==> config.mk <==
export PLATFORM = sky130hd
export DESIGN_NAME = adder_operand_feeder_flat
export DESIGN_NICKNAME = d
export VERILOG_FILES = /design/src/rtl/adder_operand_feeder_if.sv /design/src/rtl/adder_operand_feeder.sv /design/src/flat_wrapper.sv
export SDC_FILE = /design/constraint.sdc
export NUM_CORES = 1
export LEC_CHECK = 0
export BUFFER_PORTS_ARGS = -buffer_cell sky130_fd_sc_hd__buf_2
export CAP_MARGIN = 20
export CORE_MARGIN = 2
export CORE_UTILIZATION = 30
export CTS_CLUSTER_DIAMETER = 60
export DETAILED_ROUTE_END_ITERATION = 8
export GPL_TIMING_DRIVEN = 0
export SYNTH_ARGS = -nofsm -noshare
export SYNTH_HDL_FRONTEND = slang
export SYNTH_HIERARCHICAL = 1
export SYNTH_SLANG_ARGS = --single-unit
==> constraint.sdc <==
create_clock -name clk -period 6.9 [get_ports clk]
set_clock_uncertainty 0.05 [all_clocks]
set_input_delay 0.69 -clock clk [delete_from_list [all_inputs] [get_ports clk]]
set_output_delay 0.69 -clock clk [all_outputs]
set_load 0.01 [all_outputs]
==> src/rtl/adder_operand_feeder_if.sv <==
// Operand handshake and interleaved adder bus between the feeder and its neighbours.
// The feeder is the master of the adder bus; the environment uses the slave view.
interface adder_operand_feeder_if #(
    parameter int WIDTH = 12
);
    logic               in_valid;
    logic               in_ready;
    logic [WIDTH-1:0]   in_a;
    logic [WIDTH-1:0]   in_b;
    logic               out_valid;
    logic               out_ready;
    logic [2*WIDTH-1:0] adder_bus;

    modport master (
        input  in_valid, in_a, in_b, out_ready,
        output in_ready, out_valid, adder_bus
    );

    modport slave (
        output in_valid, in_a, in_b, out_ready,
        input  in_ready, out_valid, adder_bus
    );
endinterface

==> src/rtl/adder_operand_feeder.sv <==
// Operand feeder for the 12-bit Brent-Kung adder: FIFO-buffered (A,B) pairs are
// presented one at a time on a registered, bit-interleaved bus.
module adder_operand_feeder_lane (
    input  logic       a,
    input  logic       b,
    output logic [1:0] pair
);
    assign pair = {b, a};
endmodule

module adder_operand_feeder #(
    parameter int WIDTH = 12,
    parameter int DEPTH = 2,
    parameter int CNT_W = 16
) (
    input  logic                     clk,
    input  logic                     rst_n,
    input  logic                     flush,
    adder_operand_feeder_if.master   bus,
    output logic [$clog2(DEPTH):0]   fifo_level,
    output logic [CNT_W-1:0]         issued_cnt
);
    localparam int PTR_W = $clog2(DEPTH);
    localparam int LVL_W = PTR_W + 1;

    typedef struct packed {
        logic [WIDTH-1:0] a;
        logic [WIDTH-1:0] b;
    } pair_t;

    pair_t              mem [DEPTH];
    logic [PTR_W-1:0]   wr_ptr;
    logic [PTR_W-1:0]   rd_ptr;
    logic [LVL_W-1:0]   level;
    logic               out_valid_q;
    logic [2*WIDTH-1:0] bus_q;
    logic [CNT_W-1:0]   cnt;

    logic               push;
    logic               pop;
    logic               bypass;
    logic               wr_en;
    logic               load;
    logic               slot_free;
    logic               fifo_empty;
    logic               handshake;
    pair_t              in_pair;
    pair_t              load_pair;
    logic [2*WIDTH-1:0] load_bus;

    // Ready depends only on held state: a pop in the same cycle never frees a slot early.
    assign bus.in_ready = rst_n & (level < LVL_W'(DEPTH)) & ~flush;

    assign push       = bus.in_valid & bus.in_ready;
    assign slot_free  = ~out_valid_q | bus.out_ready;
    assign fifo_empty = (level == '0);
    assign pop        = slot_free & ~fifo_empty;
    assign bypass     = slot_free & fifo_empty & push;
    assign wr_en      = push & ~bypass;
    assign load       = pop | bypass;
    assign handshake  = out_valid_q & bus.out_ready;

    assign in_pair    = '{a: bus.in_a, b: bus.in_b};
    assign load_pair  = pop ? mem[rd_ptr] : in_pair;

    for (genvar i = 0; i < WIDTH; i++) begin : g_lane
        adder_operand_feeder_lane u_lane (
            .a    (load_pair.a[i]),
            .b    (load_pair.b[i]),
            .pair (load_bus[2*i+1:2*i])
        );
    end

    always_ff @(posedge clk) begin
        if (wr_en) mem[wr_ptr] <= in_pair;
    end

    always_ff @(posedge clk or negedge rst_n) begin
        if (!rst_n) begin
            wr_ptr      <= '0;
            rd_ptr      <= '0;
            level       <= '0;
            out_valid_q <= 1'b0;
            bus_q       <= '0;
            cnt         <= '0;
        end else begin
            if (handshake) cnt <= cnt + 1'b1;
            // Flush drops queued and live pairs but leaves the bus value in place.
            if (flush) begin
                wr_ptr      <= '0;
                rd_ptr      <= '0;
                level       <= '0;
                out_valid_q <= 1'b0;
            end else begin
                if (wr_en) wr_ptr <= wr_ptr + 1'b1;
                if (pop)   rd_ptr <= rd_ptr + 1'b1;
                level <= level + LVL_W'(wr_en) - LVL_W'(pop);
                if (load) begin
                    out_valid_q <= 1'b1;
                    bus_q       <= load_bus;
                end else if (bus.out_ready) begin
                    out_valid_q <= 1'b0;
                end
            end
        end
    end

    assign bus.out_valid = out_valid_q;
    assign bus.adder_bus = bus_q;
    assign fifo_level    = level;
    assign issued_cnt    = cnt;
endmodule

==> src/flat_wrapper.sv <==
// flat-port wrapper written by rule: the top's interface ports become plain ports
module adder_operand_feeder_flat 
#(
    parameter int WIDTH = 12,
    parameter int DEPTH = 2,
    parameter int CNT_W = 16
)
  (clk, rst_n, flush, fifo_level, issued_cnt, bus_in_valid, bus_in_a, bus_in_b, bus_out_ready, bus_in_ready, bus_out_valid, bus_adder_bus);
  adder_operand_feeder_if #(.WIDTH(WIDTH)) bus_i ();
  input  logic clk;
  input  logic rst_n;
  input  logic flush;
  output logic [$clog2(DEPTH):0] fifo_level;
  output logic [CNT_W-1:0] issued_cnt;
  input wire logic [$bits(bus_i.in_valid)-1:0] bus_in_valid;
  input wire logic [$bits(bus_i.in_a)-1:0] bus_in_a;
  input wire logic [$bits(bus_i.in_b)-1:0] bus_in_b;
  input wire logic [$bits(bus_i.out_ready)-1:0] bus_out_ready;
  output wire logic [$bits(bus_i.in_ready)-1:0] bus_in_ready;
  output wire logic [$bits(bus_i.out_valid)-1:0] bus_out_valid;
  output wire logic [$bits(bus_i.adder_bus)-1:0] bus_adder_bus;
  assign bus_i.in_valid = bus_in_valid;
  assign bus_i.in_a = bus_in_a;
  assign bus_i.in_b = bus_in_b;
  assign bus_i.out_ready = bus_out_ready;
  assign bus_in_ready = bus_i.in_ready;
  assign bus_out_valid = bus_i.out_valid;
  assign bus_adder_bus = bus_i.adder_bus;
  adder_operand_feeder #(.WIDTH(WIDTH), .DEPTH(DEPTH), .CNT_W(CNT_W)) u_core (.clk(clk), .rst_n(rst_n), .flush(flush), .bus(bus_i), .fifo_level(fifo_level), .issued_cnt(issued_cnt));
endmodule
; ---- Yosys cells after proc, flatten, opt, wreduce, memory -nomap -nowiden
; Memories as Yosys holds them, arrays and structs flattened.
; Index checks and enable logic that the tools add are counted.
[classes]
n_addsub = 5
order_cmp = 1
muxes = 11
bitwise_logic = 14
reduce_logical = 5
[ops]
columns = operator, n
row1 = 2-to-1 mux 24 bit, 1
row2 = adder 16 x 1 -> 16 bit (second input constant), 1
row3 = 2-to-1 mux 1 bit, 9
row4 = AND 1 bit, 8
row5 = NOT 1 bit, 4
row6 = nonzero test 2 bit, 2
row7 = nonzero test 3 bit, 1
row8 = adder 1 bit (second input constant), 2
row9 = adder 2 x 1 -> 2 bit, 1
row10 = logical NOT 2 bit, 1
row11 = < comparator 2 bit (second input constant), 1
row12 = 2-to-1 mux 2 bit, 1
row13 = OR 1 bit, 2
row14 = AND reduction 2 bit, 1
row15 = subtractor 2 x 1 -> 2 bit, 1
[word_totals]
reg_bits = 45
ram_bits = 48
input_bits = 29
out_inout_bits = 44
wordCells = 43
memories = 1
[mem_list]
columns = name, words, word_bits, rd, rd_clocked_by_memory_dff, wr, line_no
row1 = u_core.mem, 2, 24, 1, 0, 1, adder_operand_feeder.sv:31  ; pair_t mem [DEPTH];

; ---- Longest topological paths before layout
; Gate-level depths: netlist of the first run.
[logic_depth]
ltp_word = 10
depth_mapped = 8
ltp_nobuf = 8

; ---- By module
; The synthesis of the first run kept the hierarchy.
[modules_own_cells]
columns = mod, instances, cells_each, area_per_inst_um2, seq_area_each_um2
row1 = adder_operand_feeder, 1, 267, 3877.5, 2567.5
row2 = adder_operand_feeder_lane, 12, 2, 15.0, 0.0

; ---- Worst setup path after synthesis of the first run
; OpenSTA, ideal clock, no wires.
[synth_timing]
path_kind = input to register
from = input port bus_out_ready
to = memory u_core/mem[0][0] in the netlist's numbering, enable pin
setup_time_ps = 405
arrival_time_ps = 2340
required_time_ps = 6445
slack_ps = 4105
stages = 4
n_path_buf = 0
cell_sequence = nor2b_2 > o2111ai_1 > or2_1 > nor2_1
[synth_between]
elab_chain_cells = 7
[synth_rtl]
columns = item, line_no
row1 = "start, declared", flat_wrapper.sv:18  ; input wire logic [$bits(bus_i.out_ready)-1:0] bus_out_ready;
row2 = OR 1 bit, adder_operand_feeder.sv:55  ; assign slot_free = ~out_valid_q | bus.out_ready;
row3 = AND 1 bit (2 in a row), adder_operand_feeder.sv:58  ; assign bypass = slot_free & fifo_empty & push;
row4 = NOT 1 bit, adder_operand_feeder.sv:59  ; assign wr_en = push & ~bypass;
row5 = AND 1 bit, adder_operand_feeder.sv:59
row6 = 2-to-1 mux 1 bit, adder_operand_feeder.sv:75  ; if (wr_en) mem[wr_ptr] <= in_pair;
row7 = 2-to-1 mux 1 bit (implied by the code), adder_operand_feeder.sv:75
row8 = "end, declared", adder_operand_feeder.sv:31
; Every way passes these cells.

; ---- Worst setup path after layout of the first run
[layout_timing]
from = input port rst_n
to = memory u_core/mem[0][0] in the netlist's numbering, enable pin
[layout_between]
elab_chain_cells = 8
[layout_rtl]
columns = item, line_no
row1 = "start, declared", flat_wrapper.sv:11  ; input logic rst_n;
row2 = AND 1 bit * (2 in a row), adder_operand_feeder.sv:52  ; assign bus.in_ready = rst_n & (level < LVL_W'(DEPTH)) & ~flush;
row3 = AND 1 bit *, adder_operand_feeder.sv:54  ; assign push = bus.in_valid & bus.in_ready;
row4 = AND 1 bit, adder_operand_feeder.sv:58
row5 = NOT 1 bit, adder_operand_feeder.sv:59
row6 = AND 1 bit *, adder_operand_feeder.sv:59
row7 = 2-to-1 mux 1 bit *, adder_operand_feeder.sv:75
row8 = 2-to-1 mux 1 bit (implied by the code) *, adder_operand_feeder.sv:75
; Mark *: on every way between the ends. The rest lies on a longest branch, timed or not.

==> key figures, run 1 <==
Die
  • Die footprint: 14470 µm²
  • Site Rows: 42
  • Starting Density: 30.64%
  • Die width: 120.3 µm
  • Core ar.: 13240 µm²
  • Die Ht: 120.3 µm
  • # IOs: 73

Clocking
  • Root Driver: clkbuf_16
  • CTS H-tree lvls: 3
  • Cts bufs inserted: 9
  • Clk_lat worst skew: 330 ps
  • Hold buffer count at cts: 0
  • Post-CTS sizing: 0
  • Number of clock sinks: 93
  • TritonCTS clock tree: yes
  • Post-CTS Repair Setup Buffers: 0
  • Maximum buffer depth of the clock tree: 2
  • Worst-path clk slew: 60 ps

Synthesis
  • Synth Register Bits: 93
  • Synth cell types: 28
  • Synth warn: 6
  • Synth Net Count: 323
  • Sequential fraction of the synthesis area: 63.27%
  • Post-synth ARST share: 48.39%
  • Most used DFF post-synth: edfxtp_1
  • Mapped Area: 4058 µm²
  • Post-synth EDFFs: 48
  • Avg Inst Size Synth: 13.94 µm²
  • Synth Instances: 291

Timing
  • Pins Over Slew Limit: 0
  • Worst Slack Setup Final: 4224 ps
  • Worst slew pin tran: 772.3 ps
  • Min Hold Slack: 210.2 ps
  • Final setup fails: 0
  • Fin crit share: 38.78%
  • Worst slew margin: 48.46%
  • Tmin final: 2676 ps
  • Final Hold Fails: 0
  • RSZ-0062 raised after global routing: false
  • Final TNS setup: 0 ps
  • FMAX: 0.3737 GHz

Global route
  • Total track usage: 11.56%
  • Initial antenna violation count: 0
  • Largest net degree at the start of global routing: 35
  • Vias in the first global route: 2506
  • Global-route wire length before repair: 12780 µm
  • GRT overflow: 0

Worst setup path
  • Critical path's slowest cell: nor2_2
  • Critical Path RT: 6890 ps
  • Max Fanout on Critical Path: 34
  • R2R setup slack: 4510 ps
  • CP top delay family: simple AND/OR/NAND/NOR gates
  • R2r startpoint: u_core/bus.out_valid
  • Worst r2r dst: u_core/mem[0][0]
  • R2R depth: 5
  • Crit-path max cell delay: 610 ps
  • Endpoint class of the critical path: register
  • Crit path DAT: 2660 ps
  • Critical path, cell by cell: buf_2 -> buf_12 -> o2111ai_1 -> or2_1 -> nor2_2 -> buf_8
  • Worst setup path class: in -> reg
  • Number of buffers and inverters on the critical path: 3
  • Startpoint Class: primary input
  • Worst setup startpoint: rst_n

Placed design
  • Gpl congestion: 0.7005
  • DP Worst Slack: 3789 ps
  • HPWL after DPL: 5720 µm
  • I/O Buffers: 71

Final layout
  • # fillers: 1327
  • ANT cells: 0
  • Fin util: 37.43%
  • Synthesis-to-finish area growth: 22.17%
  • Post-layout nets: 408
  • Layout cells sized above 1: 39.37%

Power
  • Static leakage power: 2.083 nW
  • PD cells: 375.2 nW/µm²
  • Total power: 0.001860 W
  • Peak VDD IR: 0.1192 mV

Outcome
  • Status: completed

Detailed routing
  • Detailed Route Iter0 Violations: 118
  • Met1 WL: 3662 µm
  • Remaining DRCs: 0
  • Post-DRT Antenna Nets: 0
  • Wire length per cell: 14.20 µm
  • Max Used Layer: met4
  • Routed vias/inst: 4.250
  • DRT Wirelength: 7907 µm
  • Drt pass-1 iters: 6
  • Met2 routed WL: 3791 µm
  • Met3 wire length: 353 µm
  • Via count: 2367

Flow run
  • Max-cap violations: 0

Hold path
  • Worst min-delay path class: in -> async
==> placed cells by master, fill, tap and decap left out <==
cell type and instances:
a211oi_2 1, a21oi_1 25, and3_1 1, and4_1 1
buf_12 1, buf_2 77, buf_4 24, buf_6 2
buf_8 2, clkbuf_1 4, clkbuf_16 9, clkbuf_8 1
clkinv_1 1, clkinv_2 3, clkinvlp_4 1, dfrtp_1 45
edfxtp_1 48, ha_1 3, inv_1 6, mux2_2 5
mux2_4 20, mux2i_1 24, nand2_1 3, nand3_1 10
nand4_1 3, nor2_1 33, nor2_2 2, nor2b_1 1
nor2b_2 1, nor3_1 1, nor3_4 1, nor3b_1 1
o2111ai_1 1, or2_1 1, xnor2_1 16, xor2_1 3
==> state kept, by name, summed over array words and instances (netlist names) <==
signal,count
u_core/rd_ptr,1
u_core/fifo_level,2
u_core/issued_cnt,16
u_core/bus.out_valid,1
u_core/wr_ptr,1
u_core/bus.adder_bus,24
u_core/mem,48
==> per-layer routing <==
layer | global-route usage, % | vias up
met4 | 4.360 | 0
met3 | 3.396 | 7
met2 | 18.47 | 45
met5 | 0 | -
met1 | 14.90 | 1148
li1 | - | 1167
==> worst register-to-register path: stages, from the launching register on <==
cell	delay (ps)
dfrtp_1	400
nor2b_2	280
o2111ai_1	190
or2_1	310
nor2_2	610
buf_8	250
==> per-stage QoR <==
step,cells,instance area [µm²]
6_report,557,4957
5_1_grt,557,4957
4_1_cts,557,4957
3_5_place_dp,541,4688
3_3_place_gp,538,4633
2_1_floorplan,291,4058
==> cells by family after synthesis <==
kind of cell    share of synthesized area [%]
compound gates                          3.608
fa+ha+maj                              0.9252
mux                                     14.71
xor+xnor                                4.101
buf+inv                                 6.568
flops                                   63.27
simple gates                            6.815
==> worst max-delay path by stage <==
stage,cells past startpoint,endpoint
floorplan,4,u_core/mem[0][0]
finish,6,u_core/mem[0][0]
detailed placement,6,u_core/mem[1][9]
global route,6,u_core/mem[0][7]
CTS,6,u_core/mem[1][0]
global placement,4,u_core/mem[0][13]
==> cells in the mapped netlist, types with 2 or more instances <==
master / n / share of area, %
mux2i_1: 24 / 5.9
a21oi_1: 25 / 3.1
edfxtp_1: 48 / 36
nand4_1: 3 / 0.46
xor2_1: 3 / 0.65
dfrtp_1: 45 / 28
buf_4: 24 / 4.4
nand2_1: 3 / 0.28
inv_1: 6 / 0.56
buf_2: 6 / 0.74
nand3_1: 10 / 1.2
xnor2_1: 16 / 3.5
clkbuf_1: 3 / 0.28
buf_6: 2 / 0.56
mux2_2: 5 / 1.4
mux2_4: 20 / 7.4
ha_1: 3 / 0.93
nor2_1: 35 / 3.2
==> report_power, final <==
part	switching [W]	internal, W	total [W]
Clock	0.000191	0.000251	0.000442
Combinational	0.000304	0.000357	0.000661
Sequential	0.0000652	0.000691	0.000757
Total	0.000561	0.00130	0.00186
==> cell type report <==
| class | count | area (µm²) | area share, % |
|---|---|---|---|
| sequential | 93 | 2567 | 51.79 |
| multi-input combinational | 157 | 1229 | 24.79 |
| timing repair buffer | 74 | 405.4 | 8.178 |
| buffer | 35 | 244.0 | 4.922 |
| clock buffer | 11 | 242.7 | 4.897 |
| tap | 176 | 220.2 | 4.442 |
| clock inverter | 5 | 26.28 | 0.5300 |
| inverter | 6 | 22.52 | 0.4543 |
Power figures use the tool's default switching activity.
==> run 2, diff against run 1 <==
--- a/config.mk
+++ b/config.mk
@@ -5,6 +5,7 @@
 export SDC_FILE = /design/constraint.sdc
 export NUM_CORES = 1
 export LEC_CHECK = 0
+export ABC_AREA = 1
 export BUFFER_PORTS_ARGS = -buffer_cell sky130_fd_sc_hd__buf_2
 export CAP_MARGIN = 20
 export CORE_MARGIN = 2
==> constraint.sdc (replaced) <==
create_clock -name clk -period 2.8 [get_ports clk]
set_clock_uncertainty 0.05 [all_clocks]
set_input_delay 0.28 -clock clk [delete_from_list [all_inputs] [get_ports clk]]
set_output_delay 0.28 -clock clk [all_outputs]
set_load 0.01 [all_outputs]
==> key figures, run 2 <==
Worst setup path
  • R2R setup slack: 640 ps
  • Worst r2r dst: u_core/mem[0][8]
  • Crit path DAT: 2410 ps
  • R2R depth: 5
  • Critical path, cell by cell: dlygate4sd3_1 -> buf_2 -> buf_12 -> nand2_1 -> nor2_1 -> nand4_1 -> inv_1
  • Worst setup path class: in -> reg
  • Crit-path max cell delay: 770 ps
  • Critical path's slowest cell: inv_1
  • Startpoint Class: primary input
  • Endpoint class of the critical path: register
  • R2r startpoint: u_core/fifo_level[1]
  • Critical Path RT: 2710 ps
  • Max Fanout on Critical Path: 35

Synthesis
  • Count leader, synth: nand2_1
  • Post-synth EDFFs: 48
  • Synth Area in Adders: 0.8762%
  • Synth Instances: 429
  • Synth cell types: 26
  • Avg Inst Size Synth: 9.986 µm²
  • Top cells by count, synth: nand2_1, edfxtp_1, dfrtp_1
  • Most used DFF post-synth: edfxtp_1
  • Largest family of logic cells by synthesized area: simple AND/OR/NAND/NOR gates
  • Mux cell area share after synthesis: 0%
  • Synth Register Bits: 93
  • Synth Area in XOR/XNOR: 2.453%
  • Largest cells by area after synthesis: edfxtp_1, dfrtp_1, nand2_1, nand4_1, buf_4
  • Mapped Area: 4284 µm²
  • Sequential fraction of the synthesis area: 59.93%
  • Yosys top cell area share: 33.64%
  • Cell taking the most area after synthesis: edfxtp_1
  • Synth warn: 6
  • Post-synthesis compound-gate area fraction: 3.738%
  • Post-Synth Simple-Gate Area: 23.77%
  • Synth Net Count: 461
  • Post-synth ARST share: 48.39%

Final layout
  • ANT cells: 0
  • Synthesis-to-finish area growth: 21.55%
  • Commonest cells after routing, fill and taps aside: nand2_1, buf_2, edfxtp_1, dfrtp_1, nor2_1
  • Register with the most flip-flops: u_core/mem
  • Post-route cell area: 5207 µm²
  • Post-layout nets: 548
  • Most common cell after layout, fill and taps aside: nand2_1
  • Fin util: 37.37%
  • Layout cells sized above 1: 29.56%
  • Max reg flops: 48
  • Fin cells: 701

Global route
  • Global-route wire length before repair: 15760 µm
  • Total track usage: 13.69%
  • GRT overflow: 0
  • Vias in the first global route: 3137
  • Initial antenna violation count: 0
  • Largest net degree at the start of global routing: 48

Hold path
  • Hold Crit Endpoint: u_core/fifo_level[1]
  • Worst min-delay path class: in -> reg
  • Hold path cells: 2
  • Beginning of the worst hold path: flush

Clocking
  • Number of clock sinks: 93
  • Worst-path clk slew: 60 ps
  • Root Driver: clkbuf_16
  • TritonCTS clock tree: yes
  • Cts bufs inserted: 9
  • Maximum buffer depth of the clock tree: 2
  • CTS H-tree lvls: 3
  • Clk_lat worst skew: 340 ps

Placed design
  • DP Worst Slack: -128.3 ps
  • HPWL after DPL: 7178 µm
  • DP Area: 4900 µm²
  • Gpl congestion: 0.8044
  • Placed cells: 682
  • I/O Buffers: 72

Timing
  • Worst slew margin: 31.87%
  • Final Hold Fails: 0
  • Fin crit share: 89.32%
  • FMAX: 0.3999 GHz
  • Pins Over Slew Limit: 0
  • Worst Slack Setup Final: 299.1 ps
  • Tmin final: 2501 ps
  • Min Hold Slack: 89.99 ps
  • Worst slew pin tran: 1021 ps
  • RSZ-0062 raised after global routing: false
  • Final setup fails: 0

Detailed routing
  • Routed vias/inst: 4.512
  • Wire length per cell: 14.17 µm
  • Drt pass-1 iters: 4
  • Via count: 3163
  • Post-DRT Antenna Nets: 0
  • Detailed Route Iter0 Violations: 243
  • DRT Wirelength: 9930 µm
  • Remaining DRCs: 0

Power
  • PD cells: 919.9 nW/µm²
  • Static leakage power: 2.372 nW
  • Peak VDD IR: 0.3742 mV

Die
  • Site Rows: 43
  • Die width: 123.5 µm
  • Die footprint: 15250 µm²
  • Die Ht: 123.5 µm
  • # IOs: 73
  • Starting Density: 30.74%
  • Core ar.: 13930 µm²

Flow run
  • Max-cap violations: 0

Outcome
  • Status: completed
[run 2: changes by cell type after synthesis, moves of 4 or more]
cell	change
a21oi_1	-24
a31oi_1	+24
buf_2	+7
inv_1	+17
inv_2	+5
mux2_2	-5
mux2_4	-20
mux2i_1	-24
nand2_1	+120
nand2_2	+11
nand4_1	+29
nor2_2	+4
xnor2_1	-11
xor2_1	+4
[run 2: routing by layer]
metal / global-route usage, % / part of all wire, % / vias up
met2: 22.60 / 48 / 78
met1: 17.24 / 45 / 1487
met3: 4.336 / 5.5 / 10
met4: 3.906 / 1.3 / 0
met5: 0 / 0 / -
li1: - / - / 1588
[run 2: where the power goes]
part | switching, W | leakage, nW | internal (W) | total [W]
registers | 0.000175 | 0.985 | 0.00170 | 0.00188
clock network | 0.000505 | 0.126 | 0.000599 | 0.00110
logic | 0.00106 | 1.26 | 0.000750 | 0.00181
[run 2: worst max-delay path: cells and delay by family]
| family | cells | cell delay [ps] |
|---|---|---|
| buf+inv | 4 | 1640 |
| simple gates | 3 | 470 |
[run 2: kinds of logic after synthesis]
family	count (synthesis)
compound gates	26
xor+xnor	12
fa+ha+maj	3
buf+inv	71
flops	93
simple gates	224
[run 2: area by class of cell]
cell class	count	area, µm²
Timing Repair Buffer	76	427.9
Inverter	28	105.1
Buffer	43	290.3
Clock buffer	10	229.0
Multi-Input combinational cell	265	1324
Tap cell	180	225.2
Clock inverter	6	38.79
Sequential cell	93	2567
Fill cell	1408	8727
[run 2: worst max-delay path by stage]
stage          cells past startpoint  slack, ps            startpoint           endpoint
3_5_place_dp                       5       -130                 rst_n  u_core/mem[0][20]
3_3_place_gp                       5       -980                 rst_n  u_core/mem[1][17]
5_1_grt                            7        150                 rst_n   u_core/mem[0][6]
6_report                           7        300                 rst_n   u_core/mem[0][8]
2_1_floorplan                      5        350  u_core/fifo_level[1]   u_core/mem[1][0]
4_1_cts                            5        220                 rst_n   u_core/mem[0][7]
[run 2: repair_timing]
| action | 4_1_cts | 5_1_grt |
|---|---|---|
| gates resized for setup | 0 | 0 |
| setup buffers | 0 | 0 |
| hold endpoints to repair | 0 | 12 |
| hold buffers | 0 | 2 |
[run 2: stage by stage]
step	setup TNS (ps)	total power, W
floorplan	0	0.003103
global placement	-26060	0.003676
detailed placement	-3058	0.003714
CTS	0	0.004834
global route	0	0.005123
finish	0	0.004790
